File: src/rtl/axi_switch_traffic_monitor.sv
// rtl/axi_switch_traffic_monitor.sv - per-port AXI completion counting, handshake checks and pass/fail verdict
//
// Purpose: passively taps NUM_PORTS AXI interfaces and counts completed writes (B
// handshakes) and reads (R handshakes with rlast). It tracks outstanding bursts and
// flags protocol violations. An inactivity watchdog also runs. The combined
// registered verdict is presented as busy/done/fail.
//
// Ports:
//   i_clk, i_rst            clock, asynchronous active-high reset
//   i_clear, i_start        synchronous clear to IDLE, IDLE->RUN strobe
//   i_aw*/i_w*/i_b*/i_ar*/i_r*  per-port channel taps, port p on bit p (bresp on [2p +: 2])
//   o_wr_done_cnt/o_rd_done_cnt per-port saturating completion counters [p*CNT_WIDTH +: CNT_WIDTH]
//   o_err                   per-port sticky flags [3p +: 3]: {ost under/overflow, bresp!=OKAY, valid drop}
//   o_timeout               sticky watchdog expiry
//   o_busy/o_done/o_fail    FSM in RUN / DONE / FAIL
module axi_switch_traffic_monitor #(
    parameter int NUM_PORTS      = 4,
    parameter int CNT_WIDTH      = 16,
    parameter int OST_WIDTH      = 8,
    parameter int EXPECTED_TXNS  = 64,
    parameter int TIMEOUT_CYCLES = 120000
) (
    input  logic                           i_clk,
    input  logic                           i_rst,
    input  logic                           i_clear,
    input  logic                           i_start,
    input  logic [NUM_PORTS-1:0]           i_awvalid,
    input  logic [NUM_PORTS-1:0]           i_awready,
    input  logic [NUM_PORTS-1:0]           i_wvalid,
    input  logic [NUM_PORTS-1:0]           i_wready,
    input  logic [NUM_PORTS-1:0]           i_wlast,
    input  logic [NUM_PORTS-1:0]           i_bvalid,
    input  logic [NUM_PORTS-1:0]           i_bready,
    input  logic [2*NUM_PORTS-1:0]         i_bresp,
    input  logic [NUM_PORTS-1:0]           i_arvalid,
    input  logic [NUM_PORTS-1:0]           i_arready,
    input  logic [NUM_PORTS-1:0]           i_rvalid,
    input  logic [NUM_PORTS-1:0]           i_rready,
    input  logic [NUM_PORTS-1:0]           i_rlast,
    output logic [NUM_PORTS*CNT_WIDTH-1:0] o_wr_done_cnt,
    output logic [NUM_PORTS*CNT_WIDTH-1:0] o_rd_done_cnt,
    output logic [3*NUM_PORTS-1:0]         o_err,
    output logic                           o_timeout,
    output logic                           o_busy,
    output logic                           o_done,
    output logic                           o_fail
);
    localparam int NCH = 5;
    localparam logic [CNT_WIDTH-1:0] CNT_MAX    = '1;
    localparam logic [CNT_WIDTH-1:0] CNT_ONE    = CNT_WIDTH'(1);
    localparam logic [CNT_WIDTH-1:0] CNT_EXP    = CNT_WIDTH'(EXPECTED_TXNS);
    localparam logic [OST_WIDTH-1:0] OST_MAX    = '1;
    localparam logic [OST_WIDTH-1:0] OST_ONE    = OST_WIDTH'(1);
    localparam logic [23:0]          WDOG_LIMIT = 24'(TIMEOUT_CYCLES);
    localparam logic [23:0]          WDOG_ONE   = 24'd1;

    typedef enum logic [1:0] {S_IDLE, S_RUN, S_DONE, S_FAIL} state_t;

    state_t                              r_state;
    state_t                              w_next;
    logic [NUM_PORTS-1:0][CNT_WIDTH-1:0] r_wr_cnt;
    logic [NUM_PORTS-1:0][CNT_WIDTH-1:0] r_rd_cnt;
    logic [NUM_PORTS-1:0][OST_WIDTH-1:0] r_ost_wr;
    logic [NUM_PORTS-1:0][OST_WIDTH-1:0] r_ost_rd;
    logic [NUM_PORTS-1:0][2:0]           r_err;
    logic [23:0]                         r_wdog;
    logic                                r_timeout;
    logic [NCH*NUM_PORTS-1:0]            r_prev_valid;
    logic [NCH*NUM_PORTS-1:0]            r_prev_ready;

    logic [NCH*NUM_PORTS-1:0] w_valid;
    logic [NCH*NUM_PORTS-1:0] w_ready;
    logic [NCH*NUM_PORTS-1:0] w_drop;
    logic [NUM_PORTS-1:0]     w_aw_hs;
    logic [NUM_PORTS-1:0]     w_b_hs;
    logic [NUM_PORTS-1:0]     w_ar_hs;
    logic [NUM_PORTS-1:0]     w_rl_hs;
    logic [NUM_PORTS-1:0]     w_drop_port;
    logic                     w_any_hs;
    logic                     w_all_met;
    logic                     w_busy;
    logic                     w_done;
    logic                     w_fail;
    logic                     w_unused;

    // Channel-major packing: channel c (AW,W,B,AR,R) of port p sits at bit c*NUM_PORTS+p.
    assign w_valid  = {i_rvalid, i_arvalid, i_bvalid, i_wvalid, i_awvalid};
    assign w_ready  = {i_rready, i_arready, i_bready, i_wready, i_awready};
    assign w_drop   = r_prev_valid & ~r_prev_ready & ~w_valid;
    assign w_any_hs = |(w_valid & w_ready);
    assign w_aw_hs  = i_awvalid & i_awready;
    assign w_b_hs   = i_bvalid & i_bready;
    assign w_ar_hs  = i_arvalid & i_arready;
    assign w_rl_hs  = i_rvalid & i_rready & i_rlast;
    // Write bursts are tracked on AW/B, so wlast is tapped but not needed.
    assign w_unused = ^i_wlast;

    always_comb begin
        w_drop_port = '0;
        for (int p = 0; p < NUM_PORTS; p++)
            for (int c = 0; c < NCH; c++)
                w_drop_port[p] = w_drop_port[p] | w_drop[c*NUM_PORTS+p];
    end

    always_comb begin
        w_all_met = 1'b1;
        for (int p = 0; p < NUM_PORTS; p++)
            if (r_wr_cnt[p] < CNT_EXP || r_rd_cnt[p] < CNT_EXP ||
                r_ost_wr[p] != '0 || r_ost_rd[p] != '0)
                w_all_met = 1'b0;
    end

    // Previous-cycle samples keep tracking in every state so the first RUN cycle
    // compares against real history.
    always_ff @(posedge i_clk or posedge i_rst) begin
        if (i_rst) begin
            r_prev_valid <= '0;
            r_prev_ready <= '0;
        end else begin
            r_prev_valid <= w_valid;
            r_prev_ready <= w_ready;
        end
    end

    always_ff @(posedge i_clk or posedge i_rst) begin
        if (i_rst) begin
            r_wr_cnt  <= '0;
            r_rd_cnt  <= '0;
            r_ost_wr  <= '0;
            r_ost_rd  <= '0;
            r_err     <= '0;
            r_wdog    <= '0;
            r_timeout <= 1'b0;
        end else if (i_clear) begin
            r_wr_cnt  <= '0;
            r_rd_cnt  <= '0;
            r_ost_wr  <= '0;
            r_ost_rd  <= '0;
            r_err     <= '0;
            r_wdog    <= '0;
            r_timeout <= 1'b0;
        end else if (r_state == S_RUN) begin
            if (w_any_hs) begin
                r_wdog <= '0;
            end else begin
                r_wdog <= r_wdog + WDOG_ONE;
                if (r_wdog + WDOG_ONE >= WDOG_LIMIT)
                    r_timeout <= 1'b1;
            end
            for (int p = 0; p < NUM_PORTS; p++) begin
                if (w_drop_port[p])
                    r_err[p][0] <= 1'b1;
                if (w_b_hs[p] && i_bresp[2*p +: 2] != 2'b00)
                    r_err[p][1] <= 1'b1;
                if (w_b_hs[p] && r_wr_cnt[p] != CNT_MAX)
                    r_wr_cnt[p] <= r_wr_cnt[p] + CNT_ONE;
                if (w_rl_hs[p] && r_rd_cnt[p] != CNT_MAX)
                    r_rd_cnt[p] <= r_rd_cnt[p] + CNT_ONE;
                // Simultaneous increment and decrement cancel and can never flag.
                if (w_aw_hs[p] && !w_b_hs[p]) begin
                    if (r_ost_wr[p] == OST_MAX) r_err[p][2] <= 1'b1;
                    else                        r_ost_wr[p] <= r_ost_wr[p] + OST_ONE;
                end else if (w_b_hs[p] && !w_aw_hs[p]) begin
                    if (r_ost_wr[p] == '0)      r_err[p][2] <= 1'b1;
                    else                        r_ost_wr[p] <= r_ost_wr[p] - OST_ONE;
                end
                if (w_ar_hs[p] && !w_rl_hs[p]) begin
                    if (r_ost_rd[p] == OST_MAX) r_err[p][2] <= 1'b1;
                    else                        r_ost_rd[p] <= r_ost_rd[p] + OST_ONE;
                end else if (w_rl_hs[p] && !w_ar_hs[p]) begin
                    if (r_ost_rd[p] == '0)      r_err[p][2] <= 1'b1;
                    else                        r_ost_rd[p] <= r_ost_rd[p] - OST_ONE;
                end
            end
        end
    end

    always_ff @(posedge i_clk or posedge i_rst) begin
        if (i_rst) r_state <= S_IDLE;
        else       r_state <= w_next;
    end

    // Decisions use registered counters/flags, so the verdict lands one edge after them.
    always_comb begin
        w_next = r_state;
        case (r_state)
            S_IDLE:  if (i_start) w_next = S_RUN;
            S_RUN: begin
                if ((|r_err) || r_timeout) w_next = S_FAIL;
                else if (w_all_met)        w_next = S_DONE;
            end
            default: w_next = r_state;
        endcase
        if (i_clear) w_next = S_IDLE;
    end

    always_comb begin
        w_busy = (r_state == S_RUN);
        w_done = (r_state == S_DONE);
        w_fail = (r_state == S_FAIL);
    end

    assign o_wr_done_cnt = r_wr_cnt;
    assign o_rd_done_cnt = r_rd_cnt;
    assign o_err         = r_err;
    assign o_timeout     = r_timeout;
    assign o_busy        = w_busy;
    assign o_done        = w_done;
    assign o_fail        = w_fail;
endmodule

File: config.mk
export PLATFORM = sky130hd
export DESIGN_NAME = axi_switch_traffic_monitor
export DESIGN_NICKNAME = d
export VERILOG_FILES = /design/src/rtl/axi_switch_traffic_monitor.sv
export SDC_FILE = /design/constraint.sdc
export NUM_CORES = 1
export LEC_CHECK = 0
export ABC_AREA = 1
export BUFFER_PORTS_ARGS = -buffer_cell sky130_fd_sc_hd__buf_2
export CAP_MARGIN = 10
export CORE_MARGIN = 2
export CORE_UTILIZATION = 55
export DETAILED_ROUTE_END_ITERATION = 16
export PLACE_DENSITY = 0.75
export RECOVER_POWER = 100
export SYNTH_ARGS = -nofsm -noshare
export SYNTH_HDL_FRONTEND = slang
export SYNTH_SLANG_ARGS = --single-unit
File: constraint.sdc
create_clock -name i_clk -period 10.5 [get_ports i_clk]
set_input_delay 1.05 -clock i_clk [delete_from_list [all_inputs] [get_ports i_clk]]
set_output_delay 1.05 -clock i_clk [all_outputs]
set_load 0.05 [all_outputs]
* Word-level counts from Yosys, hierarchy flattened
Index checks and enable logic that the tools add are counted.
** Storage, ports and cells
- Register bits :: 271
- Input port bits :: 60
- Output and inout bits :: 144
- Logic and storage cells :: 370
** Cells by class
- Add/sub/neg operators :: 25
- Magnitude comparators :: 9
- Equality and inequality tests :: 38
- Muxes and demuxes :: 106
- Bitwise gates (word level) :: 26
- Reductions and logical operators :: 133
** Operators with widths (count)
- 64-bit 2-to-1 mux :: 4
- 8-bit 2-to-1 mux :: 32
- 16-bit by 1-bit adder with 16-bit output, second input constant :: 8
- 16-bit by 7-bit < comparator with 1-bit output, second input constant :: 8
- 16-bit 2-to-1 mux :: 8
- 32-bit 2-to-1 mux :: 4
- 16-bit inequality test, second input constant :: 8
- 24-bit 2-to-1 mux :: 3
- 8-bit by 1-bit adder with 8-bit output, second input constant :: 8
- 8-bit equality test, second input constant :: 8
- 8-bit zero test :: 8
- 8-bit nonzero test :: 8
- 8-bit by 1-bit subtractor with 8-bit output, second input constant :: 8
- 20-bit AND :: 3
- 3-bit inequality test, second input constant :: 17
- 1-bit 2-to-1 mux :: 48
- 2-bit nonzero test :: 22
- 20-bit inverter :: 2
- 2-bit AND reduction :: 16
- 4-bit AND reduction :: 8
- 1-bit logical AND :: 28
- 3-bit nonzero test :: 9
- 24-bit by 1-bit adder with 24-bit output, second input constant :: 1
- 24-bit by 17-bit greater-or-equal comparator with 1-bit output, second input constant :: 1
- other kinds (15) :: 67

* Logic depth before layout (Yosys ltp)
- Depth after elaboration :: 12
- Depth in mapped cells :: 16
- Mapped depth without buffers :: 16

* Worst setup path before layout
No wires, ideal clock.
- Kind :: in2reg
- Start :: in i_bvalid[3]
- End :: reg r_ost_wr[31] in the netlist's numbering
- Library setup time :: 0.127 ns
- Data arrival time :: 2.870 ns
- Required time :: 10.373 ns
- Slack :: 7.503 ns
- Stages :: 15
- Path buffers :: 0
- Cell sequence :: nand2_1 > inv_1 > nor2_1 > inv_1 > ha_1 > nand3_1 > nand3_1 > nand2_1 > nand2_1 > a21oi_1 > nor2_1 > o21ai_0 > nand3_1 > nand3_1 > o21ai_0
** On the way
- Longest elaborated chain between the ends :: 6
- Elaborated cells on any way between the ends :: 11
- Classes of those cells :: eq/ne (2); mux (3); bitwise (1); reduce/logical (5)
** RTL lines
- start: declaration :: RTL line 32 : input logic [NUM_PORTS-1:0] i_bvalid,
- 4-bit AND (*) :: RTL line 92 : assign w_b_hs = i_bvalid & i_bready;
- 1-bit zero test :: RTL line 160 : if (w_aw_hs[p] && !w_b_hs[p]) begin
- 1-bit logical AND :: RTL line 160
- 8-bit 2-to-1 mux :: RTL line 160
- 32-bit 2-to-1 mux :: RTL line 142 : end else if (r_state == S_RUN) begin
- 32-bit 2-to-1 mux :: RTL line 134 : end else if (i_clear) begin
- end signal: indexed assignment :: RTL line 162 : else r_ost_wr[p] <= r_ost_wr[p] + OST_ONE;
- end signal: indexed assignment :: RTL line 165 : else r_ost_wr[p] <= r_ost_wr[p] - OST_ONE;
- end: declaration :: RTL line 63 : logic [NUM_PORTS-1:0][OST_WIDTH-1:0] r_ost_wr;
Every way passes the cells marked *; elsewhere a longest branch is shown, timed or not. The select of a mux whose other input is x is not followed.
A chain may end at the register's enable or synchronous reset.

* Worst setup path after layout
- Start :: in i_clear
- End :: reg r_rd_cnt, in the netlist o_rd_done_cnt[47]
** On the way
- Longest elaborated chain between the ends :: 2
- Elaborated cells on any way between the ends :: 4
- Classes of those cells :: mux (1); reduce/logical (3)
** RTL lines
- start: declaration :: RTL line 25 : input logic i_clear,
- 2-bit nonzero test (no line)
- 2-bit AND reduction (no line)
- end signal: indexed assignment :: RTL line 158 : r_rd_cnt[p] <= r_rd_cnt[p] + CNT_ONE;
- end: declaration :: RTL line 62 : logic [NUM_PORTS-1:0][CNT_WIDTH-1:0] r_rd_cnt;
Several ways; a longest one is shown, not always the timed one.

==> impl_metrics.csv <==
group,metric,value,unit
clock_tree,clk_pin_slew,0.06,ns
drt,finalWirelength,41760,microns
flow_run,maxCapViolCount,4,
setup_path,timing.rr.start,"r_state[0]$_DFFE_PP0P_",
die,core,0.02870,sq mm
setup_path,cp.required,10.95,ns
setup_path,timing.rr.end,"o_rd_done_cnt[47]$_DFFE_PP0P_",
synthesis,yosysMostFrequentCell,"nand2_1",
pwr,powerDensity,183.2,mW/mm^2
die,initial_core_util,0.5571,
worst_hold_path,hp-class,"reg2reg",
timing,fin_crit,6.384,ns
pwr,p_leak,8.263,nW
global_route,grt_pass1_vias,14130,
clock_tree,tritoncts,"done",
place,dpl-instance-area,0.01739,sq mm
pwr,vdd_ir_drop_max,0.1469,mV
synthesis,synth_commonest_cells,"336 x nand2_1, 321 x inv_1, 271 x dfrtp_1",
setup_path,worstSetupPathType,"in2reg",
synthesis,synth_area_leader_cell,"dfrtp_1",
clock_tree,insertion_delay,0.57,ns
layout,final_area,0.01806,sq mm
drt,ant_nets,0,
synthesis,synth-main-ff-cell,"dfrtp_1",
global_route,grt_pass1_wl,68230,microns
layout,stdcell_count,2612,
timing,grt_setup_unrepaired,"no",
synthesis,ys_async_sr_fraction,1.000,
layout,area_growth,12.95,%
place,place.port_buffers,199,
die,die_area,0.03046,sq mm
setup_path,crit_path_start_kind,"input pin",
setup_path,rr_worst_depth,11,
die,fp.dieW,174.5,microns
status,outcome,"complete, but fails checks",
drt,via_per_inst,5.581,
drt,vias,14580,
global_route,grt.overflow.total,0,
timing,slew_headroom,-2.969,
timing,fin_worst_skew,0.02114,ns
synthesis,synth_seq_cells,271,
drt,drc,0,
layout,num_antenna_cells,0,
die,rows,62,
setup_path,end_kind,"flip-flop",
global_route,grtUsageTotal,0.2700,
global_route,grt_max_degree,136,
timing,hold_viol,0,
clock_tree,h-tree-depth,1,
drt,drt_iter0_markers,956,
place,dp_cells,2556,
synthesis,synth_area_leaders,"dfrtp_1 42%, nand2_1 7.9%, inv_1 7.5%",
timing,holdWs,0.5130,ns
clock_tree,clockBufferDepth,3,
die,die_h,174.5,microns
status,failed_checks,"capacitance limit, slew limit",
synthesis,syn_area_per_cell,8.032,sq um
synthesis,synthDistinctLibCells,63,
timing,fmax,0.1566,GHz
synthesis,syn_area,0.01599,sq mm
timing,worst_pin_slew,5.954,ns
synthesis,syn_nets,2116,
clock_tree,cts_hold_buf,0,
clock_tree,cts_buffers,30,
timing,setup_viol,0,
worst_hold_path,hold_end,"r_ost_wr[24]$_DFFE_PP0P_",
synthesis,yosys_warnings,0,
timing,setup_tns,0,ns
place,gp_congestion,0.9460,
clock_tree,post-cts-setup-buffer-count,0,
worst_hold_path,min_path_cells,1,
layout,drive_above_1_share,0.06508,
place,post-dp-hpwl,30500,microns
drt,wl_per_cell,15.99,microns
setup_path,cp_max_fo,62,
drt,first_pass_iters,7,
clock_tree,clock-sinks,271,
setup_path,arrival,6.84,ns
timing,fin_crit_sh,0.6080,
synthesis,synth_edf_count,0,
worst_hold_path,hp-start,"r_ost_wr[24]$_DFFE_PP0P_",
die,io_pins,204,
setup_path,reg2reg_slack,6.56,ns
synthesis,ys_seq_area_frac,0.4241,
layout,final_nets,2329,
clock_tree,clockRootBuffer,"clkbuf_16",
clock_tree,post_cts_resized,0,
timing,final-max-slew-violation-count,294,
synthesis,synth_top_area_share,0.4241,
global_route,antenna_found_initial,0,
synthesis,syn_inst,1991,
## cell type report
cell class / instances / area (sq um)
fill: 2590 / 10640
inverter: 337 / 1271
multi-input combinational: 1361 / 7606
tap: 384 / 480.5
clock buffer: 37 / 807.0
sequential: 271 / 6782
timing repair buffer: 203 / 795.8
clock inverter: 19 / 320.3
## report_power, final
group / internal (mW) / leakage, nW / total, mW / switching (mW)
registers: 1.13 / 3.67 / 1.20 / 0.0743
clock network: 0.743 / 0.540 / 1.19 / 0.448
logic: 0.287 / 4.05 / 0.917 / 0.631
## kinds of logic (layout without fill, tap and decap cells)
kind of cell / Yosys count / count (layout) / synth area share
compound gates: 356 / 356 / 0.1249
xor+xnor: 62 / 62 / 0.03396
fa+ha+maj: 65 / 65 / 0.05461
buf+inv: 359 / 596 / 0.08669
flops: 271 / 271 / 0.4241
simple gates: 878 / 878 / 0.2758
## worst max-delay path, stage by stage
cell	delay [ns]
clkbuf_1	0.74
clkinvlp_2	1.83
clkbuf_1	1.40
nand2_1	0.70
clkinvlp_2	0.27
nor4_1	0.58
nand2_1	0.11
nand2_1	0.09
a21oi_1	0.06
## sequential cells by signal (all words and copies together) (netlist names)
register and cells:
r_ost_rd 32, o_err 12, r_prev_ready 20, r_wdog 24
r_prev_valid 20, r_state 2, r_ost_wr 32, o_wr_done_cnt 64
o_rd_done_cnt 64, o_timeout 1
## routing by layer
metal  global-route usage  up-vias  wire length [microns]
li1                     -     7059                      -
met1               0.3553     6930                  17910
met2               0.4499      485                  19550
met3              0.03456      103                   2426
met4               0.1177        0                   1872
met5                    0        -                      0
## cell usage in the layout (no fill, tap or decap), types with 4 or more instances in the layout
cell type / synthesis / routed
nand2_1: 336 / 352
inv_1: 321 / 324
dfrtp_1: 271 / 271
nor2_1: 176 / 186
clkbuf_1: 6 / 184
o21ai_0: 126 / 137
a21oi_1: 114 / 114
nand3_1: 98 / 99
nor3_1: 58 / 61
nand4_1: 58 / 59
ha_1: 57 / 57
xor2_1: 48 / 48
o22ai_1: 48 / 48
nor4_1: 36 / 37
clkbuf_16: 0 / 30
buf_2: 10 / 21
nor3b_1: 16 / 16
nand2_2: 20 / 14
xnor2_1: 14 / 14
a31oi_1: 10 / 10
a211oi_1: 9 / 9
nor3_2: 11 / 9
nor2_4: 13 / 8
fa_1: 8 / 8
bufinv_16: 0 / 8
nor2_2: 11 / 7
nand2_4: 15 / 6
clkinvlp_2: 0 / 5
nand3b_1: 5 / 5
o21bai_1: 5 / 5
inv_2: 11 / 5
clkinv_2: 1 / 5
o32ai_1: 4 / 4
o31ai_1: 4 / 4
and3_1: 4 / 4
o21a_1: 4 / 4
clkinvlp_4: 0 / 4
## worst max path at each step
| stage | startpoint | to |
|---|---|---|
| finish | i_clear | o_rd_done_cnt[47]$_DFFE_PP0P_ |
| global route | i_clear | o_rd_done_cnt[47]$_DFFE_PP0P_ |
| CTS | i_clear | r_ost_wr[5]$_DFFE_PP0P_ |
| detailed placement | i_clear | r_ost_wr[5]$_DFFE_PP0P_ |
| global placement | i_clear | r_ost_wr[5]$_DFFE_PP0P_ |
| floorplan | i_rst | o_err[0]$_DFFE_PP0P_ |
## stage by stage
| step | power [mW] | setup slack, ns | util |
|---|---|---|---|
| after CTS | 3.346 | 7.114 | 0.6452 |
| after floorplan | 1.918 | 1.983 | - |
| after global placement | 2.112 | 6.659 | 0.6060 |
| final | 3.310 | 4.116 | 0.6293 |
| after global routing | 3.493 | 3.651 | 0.6293 |
| after detailed placement | 2.145 | 6.632 | 0.6060 |
No activity file was read; power rests on OpenSTA's default activity.
